--- src/rtl/ysyx_23060203_lsu_if.sv ---
// AXI4-Lite bus bundle between the LSU (master) and the memory/interconnect (slave).
//   AR: araddr/arvalid/arready   R: rdata/rresp/rvalid/rready
//   AW: awaddr/awvalid/awready   W: wdata/wstrb/wvalid/wready
//   B : bresp/bvalid/bready
interface ysyx_23060203_lsu_if;
    logic [31:0] araddr;
    logic        arvalid;
    logic        arready;
    logic [31:0] rdata;
    logic [1:0]  rresp;
    logic        rvalid;
    logic        rready;
    logic [31:0] awaddr;
    logic        awvalid;
    logic        awready;
    logic [31:0] wdata;
    logic [3:0]  wstrb;
    logic        wvalid;
    logic        wready;
    logic [1:0]  bresp;
    logic        bvalid;
    logic        bready;

    modport master (
        output araddr, arvalid, input arready,
        input  rdata, rresp, rvalid, output rready,
        output awaddr, awvalid, input awready,
        output wdata, wstrb, wvalid, input wready,
        input  bresp, bvalid, output bready
    );

    modport slave (
        input  araddr, arvalid, output arready,
        output rdata, rresp, rvalid, input rready,
        input  awaddr, awvalid, output awready,
        input  wdata, wstrb, wvalid, output wready,
        output bresp, bvalid, input bready
    );
endinterface

--- src/rtl/ysyx_23060203_lsu.sv ---
// ysyx_23060203_lsu: load/store unit behind the EXU ALU. Accepts one memory
// instruction at a time, performs a single AXI4-Lite read or write for it, and
// returns the extended load data (or store completion) to the WBU.
//   clk, rstn          clock, synchronous active-low reset
//   in_*               EXU request (valid/ready, addr, wdata, funct3, wen, rd)
//   axi                AXI4-Lite master port
//   out_*              WBU result (valid/ready, data, rd, wen, err)
module ysyx_23060203_lsu #(
    parameter bit CHECK_ALIGN = 1'b1
) (
    input  logic                       clk,
    input  logic                       rstn,
    input  logic                       in_valid,
    output logic                       in_ready,
    input  logic [31:0]                in_addr,
    input  logic [31:0]                in_wdata,
    input  logic [2:0]                 in_funct3,
    input  logic                       in_wen,
    input  logic [4:0]                 in_rd,
    ysyx_23060203_lsu_if.master        axi,
    output logic                       out_valid,
    input  logic                       out_ready,
    output logic [31:0]                out_data,
    output logic [4:0]                 out_rd,
    output logic                       out_wen,
    output logic                       out_err
);
    localparam int unsigned XLEN   = 32;
    localparam int unsigned STRB_W = XLEN / 8;
    localparam int unsigned RD_W   = 5;

    localparam logic [2:0] F3_B  = 3'b000;
    localparam logic [2:0] F3_H  = 3'b001;
    localparam logic [2:0] F3_W  = 3'b010;
    localparam logic [2:0] F3_BU = 3'b100;
    localparam logic [2:0] F3_HU = 3'b101;

    typedef enum logic [2:0] {
        IDLE  = 3'd0,
        RD_A  = 3'd1,
        RD_D  = 3'd2,
        WR_AW = 3'd3,
        WR_B  = 3'd4,
        RESP  = 3'd5
    } state_e;

    state_e              state_q,    state_d;
    logic [1:0]          lane_q,     lane_d;
    logic [2:0]          funct3_q,   funct3_d;
    logic                in_ready_q, in_ready_d;
    logic [XLEN-1:0]     araddr_q,   araddr_d;
    logic                arvalid_q,  arvalid_d;
    logic                rready_q,   rready_d;
    logic [XLEN-1:0]     awaddr_q,   awaddr_d;
    logic                awvalid_q,  awvalid_d;
    logic [XLEN-1:0]     wdata_q,    wdata_d;
    logic [STRB_W-1:0]   wstrb_q,    wstrb_d;
    logic                wvalid_q,   wvalid_d;
    logic                bready_q,   bready_d;
    logic                out_valid_q, out_valid_d;
    logic [XLEN-1:0]     out_data_q, out_data_d;
    logic [RD_W-1:0]     out_rd_q,   out_rd_d;
    logic                out_wen_q,  out_wen_d;
    logic                out_err_q,  out_err_d;

    logic [XLEN-1:0]     st_data;
    logic [STRB_W-1:0]   st_strb_base;
    logic [STRB_W-1:0]   st_strb;
    logic                st_undef;
    logic                misaligned;
    logic                ld_undef;
    logic [XLEN-1:0]     rd_byte_sh;
    logic [XLEN-1:0]     rd_half_sh;
    logic [XLEN-1:0]     ld_data;

    // Store lane replication and byte strobes derived from the incoming request
    always_comb begin
        st_data      = in_wdata;
        st_strb_base = 4'b1111;
        case (in_funct3)
            F3_B: begin
                st_data      = {4{in_wdata[7:0]}};
                st_strb_base = 4'b0001;
            end
            F3_H: begin
                st_data      = {2{in_wdata[15:0]}};
                st_strb_base = 4'b0011;
            end
            default: ;
        endcase
        st_strb  = st_strb_base << in_addr[1:0];
        st_undef = in_wen && (in_funct3 > F3_W);
        misaligned = CHECK_ALIGN &&
                     (((in_funct3[1:0] == 2'b01) && in_addr[0]) ||
                      ((in_funct3[1:0] == 2'b10) && (in_addr[1:0] != 2'b00)));
    end

    // Load lane select and sign/zero extension from the returned word
    always_comb begin
        rd_byte_sh = axi.rdata >> {lane_q, 3'b000};
        rd_half_sh = axi.rdata >> {lane_q[1], 4'b0000};
        ld_undef   = (funct3_q == 3'b011) || (funct3_q[2:1] == 2'b11);
        case (funct3_q)
            F3_B:    ld_data = {{24{rd_byte_sh[7]}}, rd_byte_sh[7:0]};
            F3_H:    ld_data = {{16{rd_half_sh[15]}}, rd_half_sh[15:0]};
            F3_W:    ld_data = axi.rdata;
            F3_BU:   ld_data = {24'h0, rd_byte_sh[7:0]};
            F3_HU:   ld_data = {16'h0, rd_half_sh[15:0]};
            default: ld_data = '0;
        endcase
    end

    // Next-state and next-output logic
    always_comb begin
        state_d     = state_q;
        lane_d      = lane_q;
        funct3_d    = funct3_q;
        in_ready_d  = in_ready_q;
        araddr_d    = araddr_q;
        arvalid_d   = arvalid_q;
        rready_d    = rready_q;
        awaddr_d    = awaddr_q;
        awvalid_d   = awvalid_q;
        wdata_d     = wdata_q;
        wstrb_d     = wstrb_q;
        wvalid_d    = wvalid_q;
        bready_d    = bready_q;
        out_valid_d = out_valid_q;
        out_data_d  = out_data_q;
        out_rd_d    = out_rd_q;
        out_wen_d   = out_wen_q;
        out_err_d   = out_err_q;

        case (state_q)
            IDLE: begin
                if (in_valid && in_ready_q) begin
                    in_ready_d = 1'b0;
                    lane_d     = in_addr[1:0];
                    funct3_d   = in_funct3;
                    out_rd_d   = in_rd;
                    out_data_d = '0;
                    out_wen_d  = 1'b0;
                    out_err_d  = 1'b0;
                    // Faults (misaligned, or a store width that does not exist) never touch the bus
                    if (misaligned || st_undef) begin
                        state_d     = RESP;
                        out_valid_d = 1'b1;
                        out_err_d   = 1'b1;
                    end else if (in_wen) begin
                        state_d   = WR_AW;
                        awaddr_d  = {in_addr[31:2], 2'b00};
                        awvalid_d = 1'b1;
                        wdata_d   = st_data;
                        wstrb_d   = st_strb;
                        wvalid_d  = 1'b1;
                    end else begin
                        state_d   = RD_A;
                        araddr_d  = {in_addr[31:2], 2'b00};
                        arvalid_d = 1'b1;
                    end
                end
            end
            RD_A: begin
                if (axi.arready) begin
                    arvalid_d = 1'b0;
                    rready_d  = 1'b1;
                    state_d   = RD_D;
                end
            end
            RD_D: begin
                if (axi.rvalid) begin
                    rready_d    = 1'b0;
                    state_d     = RESP;
                    out_valid_d = 1'b1;
                    if ((axi.rresp != 2'b00) || ld_undef) begin
                        out_err_d = 1'b1;
                    end else begin
                        out_wen_d  = 1'b1;
                        out_data_d = ld_data;
                    end
                end
            end
            WR_AW: begin
                // AW and W complete independently; move on once both are done
                if (axi.awready) awvalid_d = 1'b0;
                if (axi.wready)  wvalid_d  = 1'b0;
                if ((!awvalid_q || axi.awready) && (!wvalid_q || axi.wready)) begin
                    bready_d = 1'b1;
                    state_d  = WR_B;
                end
            end
            WR_B: begin
                if (axi.bvalid) begin
                    bready_d    = 1'b0;
                    state_d     = RESP;
                    out_valid_d = 1'b1;
                    out_err_d   = (axi.bresp != 2'b00);
                end
            end
            RESP: begin
                if (out_ready) begin
                    out_valid_d = 1'b0;
                    in_ready_d  = 1'b1;
                    state_d     = IDLE;
                end
            end
            default: begin
                state_d    = IDLE;
                in_ready_d = 1'b1;
            end
        endcase
    end

    // State and output registers
    always_ff @(posedge clk) begin
        if (!rstn) begin
            state_q     <= IDLE;
            lane_q      <= '0;
            funct3_q    <= '0;
            in_ready_q  <= 1'b1;
            araddr_q    <= '0;
            arvalid_q   <= 1'b0;
            rready_q    <= 1'b0;
            awaddr_q    <= '0;
            awvalid_q   <= 1'b0;
            wdata_q     <= '0;
            wstrb_q     <= '0;
            wvalid_q    <= 1'b0;
            bready_q    <= 1'b0;
            out_valid_q <= 1'b0;
            out_data_q  <= '0;
            out_rd_q    <= '0;
            out_wen_q   <= 1'b0;
            out_err_q   <= 1'b0;
        end else begin
            state_q     <= state_d;
            lane_q      <= lane_d;
            funct3_q    <= funct3_d;
            in_ready_q  <= in_ready_d;
            araddr_q    <= araddr_d;
            arvalid_q   <= arvalid_d;
            rready_q    <= rready_d;
            awaddr_q    <= awaddr_d;
            awvalid_q   <= awvalid_d;
            wdata_q     <= wdata_d;
            wstrb_q     <= wstrb_d;
            wvalid_q    <= wvalid_d;
            bready_q    <= bready_d;
            out_valid_q <= out_valid_d;
            out_data_q  <= out_data_d;
            out_rd_q    <= out_rd_d;
            out_wen_q   <= out_wen_d;
            out_err_q   <= out_err_d;
        end
    end

    assign in_ready    = in_ready_q;
    assign axi.araddr  = araddr_q;
    assign axi.arvalid = arvalid_q;
    assign axi.rready  = rready_q;
    assign axi.awaddr  = awaddr_q;
    assign axi.awvalid = awvalid_q;
    assign axi.wdata   = wdata_q;
    assign axi.wstrb   = wstrb_q;
    assign axi.wvalid  = wvalid_q;
    assign axi.bready  = bready_q;
    assign out_valid   = out_valid_q;
    assign out_data    = out_data_q;
    assign out_rd      = out_rd_q;
    assign out_wen     = out_wen_q;
    assign out_err     = out_err_q;
endmodule

--- src/flat_wrapper.sv ---
// flat-port wrapper written by rule: the top's interface ports become plain ports
module ysyx_23060203_lsu_flat 
#(
    parameter bit CHECK_ALIGN = 1'b1
)
  (clk, rstn, in_valid, in_ready, in_addr, in_wdata, in_funct3, in_wen, in_rd, out_valid, out_ready, out_data, out_rd, out_wen, out_err, axi_araddr, axi_arvalid, axi_arready, axi_rdata, axi_rresp, axi_rvalid, axi_rready, axi_awaddr, axi_awvalid, axi_awready, axi_wdata, axi_wstrb, axi_wvalid, axi_wready, axi_bresp, axi_bvalid, axi_bready);
  ysyx_23060203_lsu_if axi_i ();
  input  logic clk;
  input  logic rstn;
  input  logic in_valid;
  output logic in_ready;
  input  logic [31:0] in_addr;
  input  logic [31:0] in_wdata;
  input  logic [2:0] in_funct3;
  input  logic in_wen;
  input  logic [4:0] in_rd;
  output logic out_valid;
  input  logic out_ready;
  output logic [31:0] out_data;
  output logic [4:0] out_rd;
  output logic out_wen;
  output logic out_err;
  output wire logic [$bits(axi_i.araddr)-1:0] axi_araddr;
  output wire logic [$bits(axi_i.arvalid)-1:0] axi_arvalid;
  input wire logic [$bits(axi_i.arready)-1:0] axi_arready;
  input wire logic [$bits(axi_i.rdata)-1:0] axi_rdata;
  input wire logic [$bits(axi_i.rresp)-1:0] axi_rresp;
  input wire logic [$bits(axi_i.rvalid)-1:0] axi_rvalid;
  output wire logic [$bits(axi_i.rready)-1:0] axi_rready;
  output wire logic [$bits(axi_i.awaddr)-1:0] axi_awaddr;
  output wire logic [$bits(axi_i.awvalid)-1:0] axi_awvalid;
  input wire logic [$bits(axi_i.awready)-1:0] axi_awready;
  output wire logic [$bits(axi_i.wdata)-1:0] axi_wdata;
  output wire logic [$bits(axi_i.wstrb)-1:0] axi_wstrb;
  output wire logic [$bits(axi_i.wvalid)-1:0] axi_wvalid;
  input wire logic [$bits(axi_i.wready)-1:0] axi_wready;
  input wire logic [$bits(axi_i.bresp)-1:0] axi_bresp;
  input wire logic [$bits(axi_i.bvalid)-1:0] axi_bvalid;
  output wire logic [$bits(axi_i.bready)-1:0] axi_bready;
  assign axi_araddr = axi_i.araddr;
  assign axi_arvalid = axi_i.arvalid;
  assign axi_i.arready = axi_arready;
  assign axi_i.rdata = axi_rdata;
  assign axi_i.rresp = axi_rresp;
  assign axi_i.rvalid = axi_rvalid;
  assign axi_rready = axi_i.rready;
  assign axi_awaddr = axi_i.awaddr;
  assign axi_awvalid = axi_i.awvalid;
  assign axi_i.awready = axi_awready;
  assign axi_wdata = axi_i.wdata;
  assign axi_wstrb = axi_i.wstrb;
  assign axi_wvalid = axi_i.wvalid;
  assign axi_i.wready = axi_wready;
  assign axi_i.bresp = axi_bresp;
  assign axi_i.bvalid = axi_bvalid;
  assign axi_bready = axi_i.bready;
  ysyx_23060203_lsu #(.CHECK_ALIGN(CHECK_ALIGN)) u_core (.clk(clk), .rstn(rstn), .in_valid(in_valid), .in_ready(in_ready), .in_addr(in_addr), .in_wdata(in_wdata), .in_funct3(in_funct3), .in_wen(in_wen), .in_rd(in_rd), .axi(axi_i), .out_valid(out_valid), .out_ready(out_ready), .out_data(out_data), .out_rd(out_rd), .out_wen(out_wen), .out_err(out_err));
endmodule
--- config.mk ---
export PLATFORM = sky130hd
export DESIGN_NAME = ysyx_23060203_lsu_flat
export DESIGN_NICKNAME = d
export VERILOG_FILES = /design/src/rtl/ysyx_23060203_lsu_if.sv /design/src/rtl/ysyx_23060203_lsu.sv /design/src/flat_wrapper.sv
export SDC_FILE = /design/constraint.sdc
export NUM_CORES = 1
export LEC_CHECK = 0
export ABC_AREA = 1
export CAP_MARGIN = 20
export CORE_ASPECT_RATIO = 1.2
export CORE_MARGIN = 3
export CORE_UTILIZATION = 39
export CTS_CLUSTER_DIAMETER = 200
export DETAILED_ROUTE_END_ITERATION = 7
export PLACE_DENSITY = 0.74
export SKIP_CTS_REPAIR_TIMING = 1
export SYNTH_ARGS = -nofsm -noshare
export SYNTH_HDL_FRONTEND = slang
export SYNTH_SLANG_ARGS = --single-unit
--- constraint.sdc ---
create_clock -name clk -period 1.6 [get_ports clk]
set_input_delay 0.16 -clock clk [delete_from_list [all_inputs] [get_ports clk]]
set_output_delay 0.16 -clock clk [all_outputs]
set_load 0.02 [all_outputs]
# Word-level counts from Yosys, hierarchy flattened
# Index checks and enable logic that the tools add are counted.
# word_totals
register_bits,150
latchBits,0
mem_bits_rw,0
rom_bits,0
inputBits,118
wordCells,145
n_memories,0
# classes
add_sub_neg,0
n_mul,0
div_mod_pow,0
order_cmp,1
eq_ne,28
shifts,3
n_mux,52
bitwise,3
reduce_logical,40
# op_table
op,n
32-bit case mux with 5 select lines,1
32-bit case mux with 2 select lines,2
32-bit two-way mux,3
32-bit by 5-bit right shift with 16-bit output,1
32-bit by 5-bit right shift with 8-bit output,1
1-bit two-way mux,27
3-bit two-way mux,7
"2-bit != test, second input constant",10
5-bit AND reduction,4
3-bit case mux with 6 select lines,1
2-bit nonzero test,8
"3-bit by 2-bit equality test with 1-bit output, second input constant",4
"3-bit equality test, second input constant",4
1-bit case mux with 2 select lines,6
4-bit AND reduction,3
6-bit AND reduction,2
"3-bit by 1-bit equality test with 1-bit output, second input constant",3
3-bit zero test,3
3-bit AND reduction,3
"2-bit by 1-bit != test with 1-bit output, second input constant",4
4-bit case mux with 2 select lines,1
1-bit logical OR,6
1-bit case mux with 3 select lines,2
1-bit logical AND,5
other kinds (12),16

# Depth between registers and ports, before layout
# depth
ltp_word,7
ltp_mapped,11
ltp_nobuf,10

# Worst setup path before layout
# OpenSTA, ideal clock, no wires.
# synth_timing
path_type,register to register
start,register u_core.in_ready_q (netlist: u_core.in_ready)
end,register u_core.awaddr_q[22] (netlist: u_core.axi.awaddr[22])
arrival_time_ns,1.560
slack_ns,-0.076
path_stages_with_launch,10
path_buffers,2
synth_period_minus_slack_ns,1.676
path_cell_list,dfxtp_1 -> nand2_1 -> nor2_8 -> inv_2 -> nor3_4 -> inv_2 -> buf_6 -> buf_6 -> nor2_1 -> nor2_1
# synth_via
elab_chain_cells,2
# synth_lines
item,line_no,source
from (decl),ysyx_23060203_lsu.sv:50,"logic in_ready_q, in_ready_d;"
from (signal assigned),ysyx_23060203_lsu.sv:239,in_ready_q <= in_ready_d;
1-bit logical AND,ysyx_23060203_lsu.sv:136,if (in_valid && in_ready_q) begin
4-bit AND reduction (no line),-,
to (signal assigned),ysyx_23060203_lsu.sv:243,awaddr_q <= awaddr_d;
to (decl),ysyx_23060203_lsu.sv:54,"logic [XLEN-1:0] awaddr_q, awaddr_d;"
# Every way passes these cells.
# A chain may end at the register's enable or synchronous reset.

# Worst setup path after layout
# layout_timing
start,register u_core.state_q[0]
end,register u_core.wstrb_q[1] (netlist: u_core.axi.wstrb[1])
# layout_via
elab_chain_cells,2
# layout_lines
item,line_no,source
from (decl),ysyx_23060203_lsu.sv:47,"state_e state_q, state_d;"
from (signal assigned),ysyx_23060203_lsu.sv:236,state_q <= state_d;
3-bit zero test,ysyx_23060203_lsu.sv:134,case (state_q)
4-bit AND reduction (no line),-,
to (signal assigned),ysyx_23060203_lsu.sv:246,wstrb_q <= wstrb_d;
to (decl),ysyx_23060203_lsu.sv:57,"logic [STRB_W-1:0] wstrb_q, wstrb_d;"
# Every way passes these cells.

==> impl_metrics.ini <==
[outcome]
status = finished with violations
violations = setup timing

[yosys]
synth_flop_cell = dfxtp_1
yosys.area.top_type = dfxtp_1
async_reset_ff_frac = 0
synth.most_common_cell = nor2_1
synth_edf_count = 0
ys.warnings.count = 0
synth_cell_types = 32
synth_top_area_share = 0.457
netlist_area_mm2 = 0.00657
ys_ff_latch = 150
ys_top_cells_by_area = dfxtp_1 (46%), nor2_1 (13%), nand2_1 (11%)
yosys-top-cells-count = nor2_1 (222), nand2_1 (201), dfxtp_1 (150)
yosysSeqAreaShare = 0.457
syn_inst = 952
syn-mean-instance-area_um2 = 6.90

[worst_setup_path]
worst_setup_path_start_kind = register
worst-path-max-fanout = 21
crit_chain = buf_6 > nor2_4 > nand2_4 > nor2_8 > inv_4 > nor3_4 > buf_6 > buf_12 > nand3_1 > a21oi_1
critPathArrivalTime_ps = 2000
cp.depth = 10
cp_slowest_stage_delay_ps = 330
required_ps = 1950
crit_buf_inv = 4
r2r_end = u_core.axi.wstrb[1]
cp-endpoint = u_core.axi.wstrb[1]
cp_slowest_cell = dfxtp_2
r2r_start = u_core.state_q[0]
critPathTopFamily = simple AND/OR/NAND/NOR gates
startpoint = u_core.state_q[0]
reg2reg_slack_ps = -50
cp-end-kind = register
path_class = reg -> reg
r2r.worst_path.cells = 10
cpMostUsedCell = buf_6

[routing]
highest_layer = met4
met2_length_um = 12000
vias = 7432
routed_wl_um = 24200
drtIter0Drc = 546
viasPerCell = 5.00
first_pass_iters = 5
met1Wirelength_um = 9190
wl_met3_um = 2130
wl_per_cell_um = 16.3
drc = 0
antenna_left = 0

[sta]
holdWs_ps = 235
slew_violations = 0
period_share = 1.03
setup_viol = 35
period_needed_ps = 1650
relSlewSlack = 0.663
tightest_slew_ps = 502
finalHoldViolations = 0
clock.fmax_ghz = 0.607
skew_ps = 23.2
worst_slack_ps = -46.8
rsz0062_at_grt = yes

[clock_tree]
cts_max_level = 4
cts_buffers = 17
cts_buffer_depth = 2
path_clk_slew_ps = 60
clockRootBuffer = clkbuf_16
cts_sinks = 150
cts_tree = built
clk_latency_ps = 430

[final_layout]
drive_above_1_share = 0.165
diodes = 0
fin_nets = 1379
area_delta_synth_final_pct = 66.6
final_core_util = 0.668

[global_routing]
overflow = 0
grt_pass1_wl_um = 35500
grt.total_usage = 0.238
grt_max_degree = 108
antenna_found_initial = 0
grt_pass1_vias = 6952

[worst_hold_path]
holdPathStages = 3
min_path_type = in -> reg

[pwr]
powerDensity_mw_per_mm2 = 1380
power_mw = 15.1
clock_power_share = 0.250
power_frac_comb = 0.447
vdd.ir_drop.worst_uv = 663
power_frac_seq = 0.302
p_int_mw = 9.43
switchingPower_mw = 5.72
p_leak_nw = 4.94
p_sw_frac = 0.378

[floorplanning]
die_h_um = 148
initial_utilization = 0.401
io-pin-count = 264
core-area_mm2 = 0.0164
die-area_mm2 = 0.0184
die_w_um = 124
num_rows = 51

[placement]
gp_congestion = 0.888
io_buffers = 259
hpwl_um = 16600

[flow_run]
maxCapViolations = 0
## worst register-to-register path: stages (launching register included)
cell and delay (ps):
dfxtp_2 330, buf_6 120, nor2_4 110, nand2_4 90
nor2_8 110, inv_4 40, nor3_4 190, buf_6 210
buf_12 160, nand3_1 110, a21oi_1 130
## cell type report
cell class | instances | area [um2]
Timing Repair Buffer | 342 | 3560
Fill cell | 1397 | 5450
Clock buffer | 19 | 443
Tap cell | 212 | 265
Timing Repair inverter | 3 | 38.8
Sequential cell | 150 | 3010
Inverter | 50 | 203
Multi-Input combinational cell | 697 | 3310
Clock inverter | 13 | 110
## worst min-delay path by stage
stage                              from             endpoint  slack, ps
finish                             rstn   u_core.axi.awvalid        240
floorplan                    axi_bvalid    u_core.axi.bready        250
detailed placement  u_core.out_data[14]  u_core.out_data[14]        450
global placement       u_core.out_valid     u_core.out_valid        450
global route               in_funct3[1]   u_core.funct3_q[1]        250
CTS                                rstn   u_core.axi.awvalid        240
## per-layer routing
metal  GRT usage  vias up
met1       0.279     3314
met3      0.0686       67
li1            -     3689
met2       0.406      362
met5           0        -
met4       0.108        0
## stage by stage
step | setup WS [ps] | cells | instance area [um2] | TNS [ps]
2_1_floorplan | 46.6 | 955 | 6590 | 0
3_3_place_gp | -325 | 1434 | 9730 | -33990
3_5_place_dp | -352 | 1434 | 9730 | -36540
4_1_cts | -239 | 1466 | 10300 | -9590
5_1_grt | -167 | 1486 | 10900 | -7760
6_report | -46.8 | 1486 | 10900 | -614
## cells by family after synthesis
logic type      synth area share
simple gates               0.310
other cells             0.000571
buf+inv                   0.0760
flops                      0.457
compound gates             0.157
## flip-flops by register name, summed over array words and instances (netlist names)
name and flops:
u_core.axi.wdata 32, u_core.out_data 32, u_core.axi.araddr 30, u_core.axi.awaddr 30, u_core.out_rd 5, u_core.axi.wstrb 4
u_core.funct3_q 3, u_core.state_q 3, u_core.lane_q 2, u_core.axi.arvalid 1, u_core.axi.awvalid 1, u_core.axi.bready 1
u_core.axi.rready 1, u_core.axi.wvalid 1, u_core.in_ready 1, u_core.out_err 1, u_core.out_valid 1, u_core.out_wen 1
## power by group through the flow
stage	combinational (mW)	sequential, mW	clock (mW)
final	6.78	4.58	3.79
after floorplan	2.51	5.19	0
after global routing	7.31	4.64	4.01
after CTS	5.72	4.56	3.87
after global placement	5.66	4.63	0
after detailed placement	5.70	4.63	0
## cells in the final DEF (no fill, tap or decap), types with 22 or more instances in the layout
| cell | n |
|---|---|
| clkdlybuf4s50_1 | 232 |
| nand2_1 | 192 |
| nor2_1 | 183 |
| dfxtp_1 | 146 |
| o21ai_0 | 101 |
| buf_4 | 56 |
| nand3_1 | 44 |
| inv_1 | 39 |
| a21oi_1 | 37 |
| nor2_2 | 33 |
| o21ai_1 | 27 |
| dlymetal6s2s_1 | 26 |
| clkbuf_16 | 22 |
Note: power is estimated with default switching activity, not from simulation.
